## config.mk

```make
export PLATFORM = sky130hd
export DESIGN_NAME = wbi_master_node
export DESIGN_NICKNAME = d
export VERILOG_FILES = /design/src/rtl/wbi_pkg.sv /design/src/rtl/wbi_master_node.sv
export SDC_FILE = /design/constraint.sdc
export NUM_CORES = 1
export LEC_CHECK = 0
export ABC_CLOCK_PERIOD_IN_PS = 3390
export CORE_ASPECT_RATIO = 0.9
export CORE_UTILIZATION = 45
export CTS_CLUSTER_SIZE = 25
export DETAILED_ROUTE_END_ITERATION = 6
export PLACE_DENSITY = 0.85
export REMOVE_ABC_BUFFERS = 1
export SYNTH_ARGS = -nofsm -noshare
export SYNTH_HDL_FRONTEND = slang
export SYNTH_SLANG_ARGS = --single-unit
```

## constraint.sdc

```tcl
create_clock -name clk_i -period 3.39 [get_ports clk_i]
set_input_delay 0.339 -clock clk_i [delete_from_list [all_inputs] [get_ports clk_i]]
set_output_delay 0.339 -clock clk_i [all_outputs]
set_load 0.005 [all_outputs]
```

## src/rtl/wbi_pkg.sv

```systemverilog
// Shared types and widths for the Wishbone interconnect master/slave nodes.
// Latency: n/a (declarations only).
// Backpressure: n/a.
package wbi_pkg;

  // Transaction-ID width carried on both command and response streams
  localparam int TID_W = 4;

  // Default bus geometry, used for the packed stream widths shared with the slave node
  localparam int AW_DEF = 32;
  localparam int DW_DEF = 32;
  localparam int BW_DEF = 4;
  localparam int BL_DEF = 10;

  // Command stream: adr + we + dat + sel + tid + bl
  localparam int CFW = AW_DEF + 1 + DW_DEF + BW_DEF + TID_W + BL_DEF;
  // Response stream: dat + lack + err + tid
  localparam int RFW = DW_DEF + 1 + 1 + TID_W;

  typedef enum logic [2:0] {
    ST_IDLE    = 3'd0,
    ST_WR_CMD  = 3'd1,
    ST_WR_ACK  = 3'd2,
    ST_RD_CMD  = 3'd3,
    ST_RD_DATA = 3'd4
  } wbi_state_e;

  // Transaction IDs wrap 15 -> 0
  function automatic logic [TID_W-1:0] tid_next(input logic [TID_W-1:0] t);
    return t + TID_W'(1);
  endfunction

endpackage

```

## src/rtl/wbi_master_node.sv

```systemverilog
// Wishbone master port -> interconnect command/response streams, with tid generation and read timeout.
// Latency: stb -> cmd_val 1 cycle; write ack 1 cycle after cmd accept; read ack combinational on matching response.
// Backpressure: cmd held until wrdy; rrdy follows master bry in reads, stale/mismatched responses always drained.
module wbi_master_node
  import wbi_pkg::*;
#(
  parameter int AW   = 32,
  parameter int DW   = 32,
  parameter int BW   = 4,
  parameter int BL   = 10,
  parameter int TO_W = 8
) (
  input  logic             clk_i,
  input  logic             rst_n,
  input  logic             wbm_cyc_i,
  input  logic             wbm_stb_i,
  input  logic [AW-1:0]    wbm_adr_i,
  input  logic             wbm_we_i,
  input  logic [DW-1:0]    wbm_dat_i,
  input  logic [BW-1:0]    wbm_sel_i,
  input  logic [BL-1:0]    wbm_bl_i,
  input  logic             wbm_bry_i,
  output logic [DW-1:0]    wbm_dat_o,
  output logic             wbm_ack_o,
  output logic             wbm_lack_o,
  output logic             wbm_err_o,
  input  logic             wbd_cmd_wrdy_i,
  output logic             wbd_cmd_val_o,
  output logic [AW-1:0]    wbd_cmd_adr_o,
  output logic             wbd_cmd_we_o,
  output logic [DW-1:0]    wbd_cmd_dat_o,
  output logic [BW-1:0]    wbd_cmd_sel_o,
  output logic [TID_W-1:0] wbd_cmd_tid_o,
  output logic [BL-1:0]    wbd_cmd_bl_o,
  output logic             wbd_res_rrdy_o,
  input  logic             wbd_res_rval_i,
  input  logic [DW-1:0]    wbd_res_dat_i,
  input  logic             wbd_res_lack_i,
  input  logic             wbd_res_err_i,
  input  logic [TID_W-1:0] wbd_res_tid_i
);

  wbi_state_e       state_q;
  logic [AW-1:0]    adr_q;
  logic             we_q;
  logic [DW-1:0]    dat_q;
  logic [BW-1:0]    sel_q;
  logic [BL-1:0]    bl_q;
  logic [BL-1:0]    beat_cnt_q;
  logic [TID_W-1:0] tid_q;
  logic [TO_W-1:0]  to_cnt_q;
  // Low for the first cycle after reset so every output reads 0 there, including rrdy
  logic             armed_q;

  logic             req;
  logic [BL-1:0]    bl_eff;
  logic             in_rd;
  logic             tid_match;
  logic             beat_acc;
  logic             to_fire;

  assign req       = wbm_cyc_i & wbm_stb_i;
  assign bl_eff    = (wbm_bl_i == '0) ? BL'(1) : wbm_bl_i;
  assign in_rd     = (state_q == ST_RD_DATA);
  assign tid_match = (wbd_res_tid_i == tid_q);
  // A master that abandoned the cycle no longer drives bry, so drain its beats regardless
  assign beat_acc  = in_rd & wbd_res_rval_i & tid_match & (wbm_bry_i | ~wbm_cyc_i);
  // A beat landing in the terminal-count cycle wins over the timeout
  assign to_fire   = in_rd & ~beat_acc & (&to_cnt_q);

  // FSM plus command register, beat counter, transaction ID and read-timeout counter
  always_ff @(posedge clk_i) begin
    if (!rst_n) begin
      state_q    <= ST_IDLE;
      adr_q      <= '0;
      we_q       <= 1'b0;
      dat_q      <= '0;
      sel_q      <= '0;
      bl_q       <= '0;
      beat_cnt_q <= '0;
      tid_q      <= '0;
      to_cnt_q   <= '0;
      armed_q    <= 1'b0;
    end else begin
      armed_q <= 1'b1;
      unique case (state_q)
        ST_IDLE: begin
          if (req) begin
            adr_q      <= wbm_adr_i;
            we_q       <= wbm_we_i;
            dat_q      <= wbm_dat_i;
            sel_q      <= wbm_sel_i;
            bl_q       <= bl_eff;
            beat_cnt_q <= bl_eff;
            state_q    <= wbm_we_i ? ST_WR_CMD : ST_RD_CMD;
          end
        end
        ST_WR_CMD: begin
          if (wbd_cmd_wrdy_i) begin
            beat_cnt_q <= beat_cnt_q - BL'(1);
            state_q    <= ST_WR_ACK;
          end
        end
        ST_WR_ACK: begin
          if (beat_cnt_q == '0) begin
            tid_q   <= tid_next(tid_q);
            state_q <= ST_IDLE;
          end else begin
            dat_q   <= wbm_dat_i;
            sel_q   <= wbm_sel_i;
            adr_q   <= adr_q + AW'(BW);
            state_q <= ST_WR_CMD;
          end
        end
        ST_RD_CMD: begin
          if (wbd_cmd_wrdy_i) begin
            to_cnt_q <= '0;
            state_q  <= ST_RD_DATA;
          end
        end
        ST_RD_DATA: begin
          if (beat_acc) begin
            to_cnt_q <= '0;
            if (wbd_res_lack_i) begin
              tid_q   <= tid_next(tid_q);
              state_q <= ST_IDLE;
            end
          end else if (to_fire) begin
            // Retiring the tid makes any late beats of this read mismatch and get flushed
            tid_q   <= tid_next(tid_q);
            state_q <= ST_IDLE;
          end else begin
            to_cnt_q <= to_cnt_q + TO_W'(1);
          end
        end
        default: state_q <= ST_IDLE;
      endcase
    end
  end

  // Stream and master-port outputs decoded from the state; read acks pass straight through
  always_comb begin
    wbd_cmd_val_o  = 1'b0;
    wbd_cmd_adr_o  = '0;
    wbd_cmd_we_o   = 1'b0;
    wbd_cmd_dat_o  = '0;
    wbd_cmd_sel_o  = '0;
    wbd_cmd_tid_o  = '0;
    wbd_cmd_bl_o   = '0;
    wbd_res_rrdy_o = 1'b0;
    wbm_ack_o      = 1'b0;
    wbm_lack_o     = 1'b0;
    wbm_err_o      = 1'b0;
    wbm_dat_o      = '0;
    unique case (state_q)
      ST_IDLE: begin
        wbd_res_rrdy_o = armed_q;
      end
      ST_WR_CMD, ST_RD_CMD: begin
        wbd_cmd_val_o = 1'b1;
        wbd_cmd_adr_o = adr_q;
        wbd_cmd_we_o  = we_q;
        wbd_cmd_dat_o = dat_q;
        wbd_cmd_sel_o = sel_q;
        wbd_cmd_tid_o = tid_q;
        wbd_cmd_bl_o  = bl_q;
      end
      ST_WR_ACK: begin
        wbm_ack_o  = wbm_cyc_i;
        wbm_lack_o = wbm_cyc_i & (beat_cnt_q == '0);
      end
      ST_RD_DATA: begin
        wbd_res_rrdy_o = wbm_bry_i | ~wbm_cyc_i | (wbd_res_rval_i & ~tid_match);
        if (beat_acc & wbm_cyc_i) begin
          wbm_ack_o  = 1'b1;
          wbm_dat_o  = wbd_res_dat_i;
          wbm_err_o  = wbd_res_err_i;
          wbm_lack_o = wbd_res_lack_i;
        end else if (to_fire & wbm_cyc_i) begin
          wbm_ack_o  = 1'b1;
          wbm_lack_o = 1'b1;
          wbm_err_o  = 1'b1;
        end
      end
      default: ;
    endcase
  end

endmodule

```

* After elaboration in Yosys (flattened, before gate mapping)
Cells that the tools add are included.
** Word-level totals
- Register bits after elaboration :: 105
- Bits of input ports :: 124
- Output and inout bits :: 120
- Word-level logic and storage cells :: 106
** Operators by class
- Add/sub/neg operators :: 4
- Eq/ne operators :: 13
- Mux-type cells :: 49
- Bitwise gates (word level) :: 15
- Reductions and logical operators :: 15
** Operators by type and width (number)
- two-way mux 32 bit :: 8
- case mux 32 bit (2 select lines) :: 2
- two-way mux 10 bit :: 4
- adder 32 x 3 -> 32 bit (second input constant) :: 1
- two-way mux 4 bit :: 8
- two-way mux 8 bit :: 3
- logical NOT 10 bit :: 2
- case mux 10 bit (2 select lines) :: 1
- two-way mux 3 bit :: 6
- case mux 4 bit (2 select lines) :: 2
- case mux 8 bit (2 select lines) :: 1
- case mux 3 bit (5 select lines) :: 1
- AND 1 bit :: 10
- inequality test 2 bit (second input constant) :: 5
- subtractor 10 x 1 -> 10 bit (second input constant) :: 1
- two-way mux 1 bit :: 9
- AND reduction 3 bit :: 3
- adder 8 x 1 -> 8 bit (second input constant) :: 1
- AND reduction 8 bit :: 1
- nonzero test 2 bit :: 4
- equality test 3 x 2 -> 1 bit (second input constant) :: 2
- inequality test 3 bit (second input constant) :: 2
- case mux 1 bit (2 select lines) :: 3
- AND reduction 5 bit :: 1
- 12 further kinds :: 15

* Depth between registers and ports, before layout
- Word-level depth :: 11
- Depth in mapped cells :: 9
- Depth with buffers taken out :: 7

* Worst setup path after synthesis
Ideal clock, no wire load.
- Kind :: reg-to-output
- From :: register state_q[2]
- To :: output wbm_dat_o[10]
- Arrival :: 1672 ps
- Required time :: 3051 ps
- Setup slack :: 1379 ps
- Cell stages (with the launch flop) :: 8
- Buffers on the path :: 2
- Cells stage by stage :: dfxtp_1 > buf_4 > inv_1 > nor3_1 > nand2_1 > nor3_1 > clkbuf_1 > and2_1
** Between the ends
- Word-level cells in the longest chain between the ends :: 7
** RTL lines
- start, declared :: RTL line wbi_master_node.sv:43 : wbi_state_e state_q;
- start signal, assigned :: RTL line wbi_master_node.sv:95 : state_q <= wbm_we_i ? ST_WR_CMD : ST_RD_CMD;
- equality test 3 bit (*) :: RTL line wbi_master_node.sv:64, wbi_master_node.sv:155
- AND 1 bit (3 in series) :: RTL line wbi_master_node.sv:67 : assign beat_acc = in_rd & wbd_res_rval_i & tid_match & (wbm_bry_i | ~wbm_cyc_i);
- AND 1 bit :: RTL line wbi_master_node.sv:174 : if (beat_acc & wbm_cyc_i) begin
- two-way mux 32 bit :: RTL line wbi_master_node.sv:174
- two-way mux 32 bit (*) :: RTL line wbi_master_node.sv:155 : unique case (state_q)
- end, declared :: RTL line wbi_master_node.sv:23 : output logic [DW-1:0] wbm_dat_o,
Mark *: on every way between the ends. The rest lies on a longest branch, timed or not.

* Final worst setup path
- From :: register state_q[1]
- To :: output wbm_lack_o
** Between the ends
- Word-level cells in the longest chain between the ends :: 11
- Elaborated cells on any way between the ends :: 13
- Those cells by class :: eq/ne: 2; mux: 3; bitwise: 8
** RTL lines
- equality test 3 bit :: RTL line wbi_master_node.sv:64, wbi_master_node.sv:155
- AND 1 bit (3 in series) :: RTL line wbi_master_node.sv:67
- NOT 1 bit :: RTL line wbi_master_node.sv:69 : assign to_fire = in_rd & ~beat_acc & (&to_cnt_q);
- AND 1 bit (2 in series) :: RTL line wbi_master_node.sv:69
- AND 1 bit :: RTL line wbi_master_node.sv:179 : end else if (to_fire & wbm_cyc_i) begin
- two-way mux 1 bit :: RTL line wbi_master_node.sv:179
- two-way mux 1 bit :: RTL line wbi_master_node.sv:174
- case mux 1 bit (2 select lines) (*) :: RTL line wbi_master_node.sv:155
- end, declared :: RTL line wbi_master_node.sv:25 : output logic wbm_lack_o,
Marked as above.

==> results.yml <==
outcome:
  status: "finished, final reports clean"
yosys:
  synth-edff-count: 0
  synth_area_per_cell_um2: 7.54
  ys_seq_area_share_pct: 34.6
  ys.flop_type: "dfxtp_1"
  synth_cells: 806
  ys_types: 67
  syn_area_mm2: 0.00608
  ys_ff_latch: 105
  yosysWarnings: 0
  synthArstFlopShare_pct: 0
cells_and_area:
  final_common_cell: "clkdlybuf4s50_1"
  layout.cells.non_filler: 1188
  drive_gt1_share_pct: 6.93
  syn_to_final_growth_pct: 46.3
  seq_area_mm2: 0.00210
  fillCellCount: 1086
  final_util_pct: 68.8
  nNetsFinal: 1148
  layout_common_cells: "243 x clkdlybuf4s50_1, 142 x nand2_1, 117 x and2_1"
  multiInputGateArea_mm2: 0.00369
  n_antenna_cell: 0
die:
  fp.dieW_um: 125
  die_height_um: 112
  initial_utilization_pct: 47.0
  dieArea_mm2: 0.0140
  ios: 244
  rows: 39
  core_area_mm2: 0.0129
critical_path:
  crit_fanout: 12
  critical_path_class: "reg2out"
  arrival_ns: 2.80
  required_ns: 3.05
  cp-start-kind: "flip-flop"
  setup.worst_path.end_class: "output pin"
global_routing:
  grt_pass1_vias: 5996
  grt_pass1_wl_um: 29500
  overflow: 0
  grt_usage_pct: 25.7
  grt_max_degree: 73
  antenna_found_initial: 0
detailed_routing:
  vias: 6625
  routed_wl_um: 18500
  first_pass_iters: 5
  postRouteAntennaNets: 0
  wl_per_cell_um: 15.6
  via_per_inst: 5.58
  first_iter_violations: 563
  drc: 0
clocking:
  postCtsSetupBuffers: 0
  clock-sinks: 105
  htree_levels: 3
  cts_tree: "built"
  clk_latency_ns: 0.35
  cts-root-buf: "clkbuf_16"
  ctsHoldBuffers: 0
  cts-buffers-inserted: 9
  clockBufferDepth: 2
  cts.clk_slew.worst_paths_ns: 0.07
  cts.repair.resized: 0
worst_hold_path:
  hold_class: "reg2reg"
timing:
  finalCritPeriodShare_pct: 92.5
  max_freq_mhz: 319
  slew_headroom_pct: 48.5
  rsz0062_at_grt: "false"
  hold_viol_final: 0
  worst_slack_ns: 0.253
  finalCriticalPeriod_ns: 3.14
  finalMaxSlewViolations: 0
  worst_slew_pin_slew_ns: 0.770
  setup_viol: 0
  skew_ns: 0.0112
  fin_setup_tns_ns: 0
placement:
  numPortBuffers: 243
  dp_worst_setup_slack_ns: 0.638
  dp_cells: 1173
  place_hpwl_um: 13300
  gp_congestion: 0.897
power:
  p_sw_share_pct: 31.9
  clkPwrFrac_pct: 29.9
  power.total_w: 0.00360
  p_int_w: 0.00245
  seqPwrFrac_pct: 42.2
  leakagePower_nw: 3.18
  power.density_mw_per_mm2: 405
  peakVddDrop_mv: 0.291
  power_switching_w: 0.00115
  power_frac_comb_pct: 27.9
run:
  max-cap-violations: 0
-- area by class of cell --
cell class                      instances  area share, %
Timing Repair Buffer                  261           29.0
Inverter                                6          0.253
Tap cell                              164           2.31
Sequential cell                       105           23.6
Clock buffer                           10           2.69
Clock inverter                          5          0.689
Multi-Input combinational cell        637           41.4
-- critical path: stages (launching register included) --
cell and delay (ns):
dfxtp_1 0.53, or3b_2 0.66, nor4_1 0.31, buf_4 0.17, a31oi_1 0.04, a21boi_0 0.21
clkdlybuf4s50_1 0.54
-- registers in the layout, summed over array words and instances, names as in the netlist, 3 cells and up --
signal      count
beat_cnt_q     10
dat_q          32
tid_q           4
adr_q          32
bl_q           10
sel_q           4
to_cnt_q        8
state_q         3
-- power by group through the flow --
stage          Sequential [W]  Combinational, W  Clock [W]
3_3_place_gp          0.00154          0.000983          0
2_1_floorplan         0.00150          0.000562          0
3_5_place_dp          0.00154          0.000998          0
5_1_grt               0.00154           0.00111    0.00114
4_1_cts               0.00152           0.00100    0.00109
6_report              0.00152           0.00100    0.00108
-- synthesized netlist by cell type (3+ instances only) --
master | instances | area share (%)
nor4_1 | 12 | 1.2
nor3b_1 | 3 | 0.37
o21a_1 | 3 | 0.37
buf_2 | 5 | 0.41
nor3_1 | 16 | 1.3
nand2b_1 | 5 | 0.51
nand2_1 | 142 | 8.8
a31oi_1 | 14 | 1.4
clkbuf_8 | 3 | 0.68
buf_4 | 5 | 0.62
or4_1 | 7 | 0.86
inv_1 | 5 | 0.31
o21ai_0 | 22 | 1.8
xnor2_1 | 7 | 1.0
a21boi_0 | 8 | 0.99
mux2i_1 | 3 | 0.49
and4_1 | 5 | 0.72
a41oi_1 | 5 | 0.72
ha_1 | 4 | 0.82
nor2_1 | 46 | 2.8
and2_1 | 117 | 12
dfxtp_1 | 105 | 35
o31ai_1 | 3 | 0.37
o221a_2 | 8 | 1.5
a21oi_1 | 99 | 8.1
clkbuf_1 | 41 | 2.5
a211oi_1 | 7 | 0.86
and3_1 | 5 | 0.51
a311oi_1 | 4 | 0.58
nand4_1 | 15 | 1.5
nand4_2 | 4 | 0.82
nor2b_1 | 3 | 0.31
buf_6 | 3 | 0.56
a22o_1 | 5 | 0.72
nand3_1 | 24 | 2.0
-- cell families after synthesis --
family	count (synthesis)	share of synthesized area (%)
buffers and inverters	64	5.41
AO/OA/AOI/OAI	196	20.0
AND/OR/NAND/NOR	425	37.4
XOR/XNOR	7	1.01
flip-flops	105	34.6
multiplexers	5	0.864
adder cells (fa/ha/maj)	4	0.823
-- through the flow --
| stage | hold slack, ns | cell area [µm²] |
|---|---|---|
| 3_3_place_gp | 0.434 | 8600 |
| 6_report | 0.446 | 8900 |
| 2_1_floorplan | 0.367 | 5770 |
| 3_5_place_dp | 0.439 | 8600 |
| 5_1_grt | 0.465 | 8900 |
| 4_1_cts | 0.448 | 8900 |
-- per-layer routing --
metal  GRT usage (%)  vias up  wire (µm)
li1                -     3251          -
met1            33.3     3012       8040
met2            44.2      336       8830
met3            4.05       26       1370
met4            7.47        0        284
met5               0        -          0
-- final timing paths --
| kind | startpoint | endpoint | slack (ns) | depth (start not counted) |
|---|---|---|---|---|
| max | state_q[1]$_SDFFE_PN0P_ | wbm_lack_o | 0.25 | 6 |
| min | dat_q[18]$_SDFFE_PN0P_ | dat_q[18]$_SDFFE_PN0P_ | 0.45 | 2 |
| max reg2reg | beat_cnt_q[1]$_SDFFE_PN0P_ | dat_q[25]$_SDFFE_PN0P_ | 0.72 | 8 |
| min reg2reg | dat_q[18]$_SDFFE_PN0P_ | dat_q[18]$_SDFFE_PN0P_ | 0.45 | 2 |
Power figures use the tool's default switching activity.
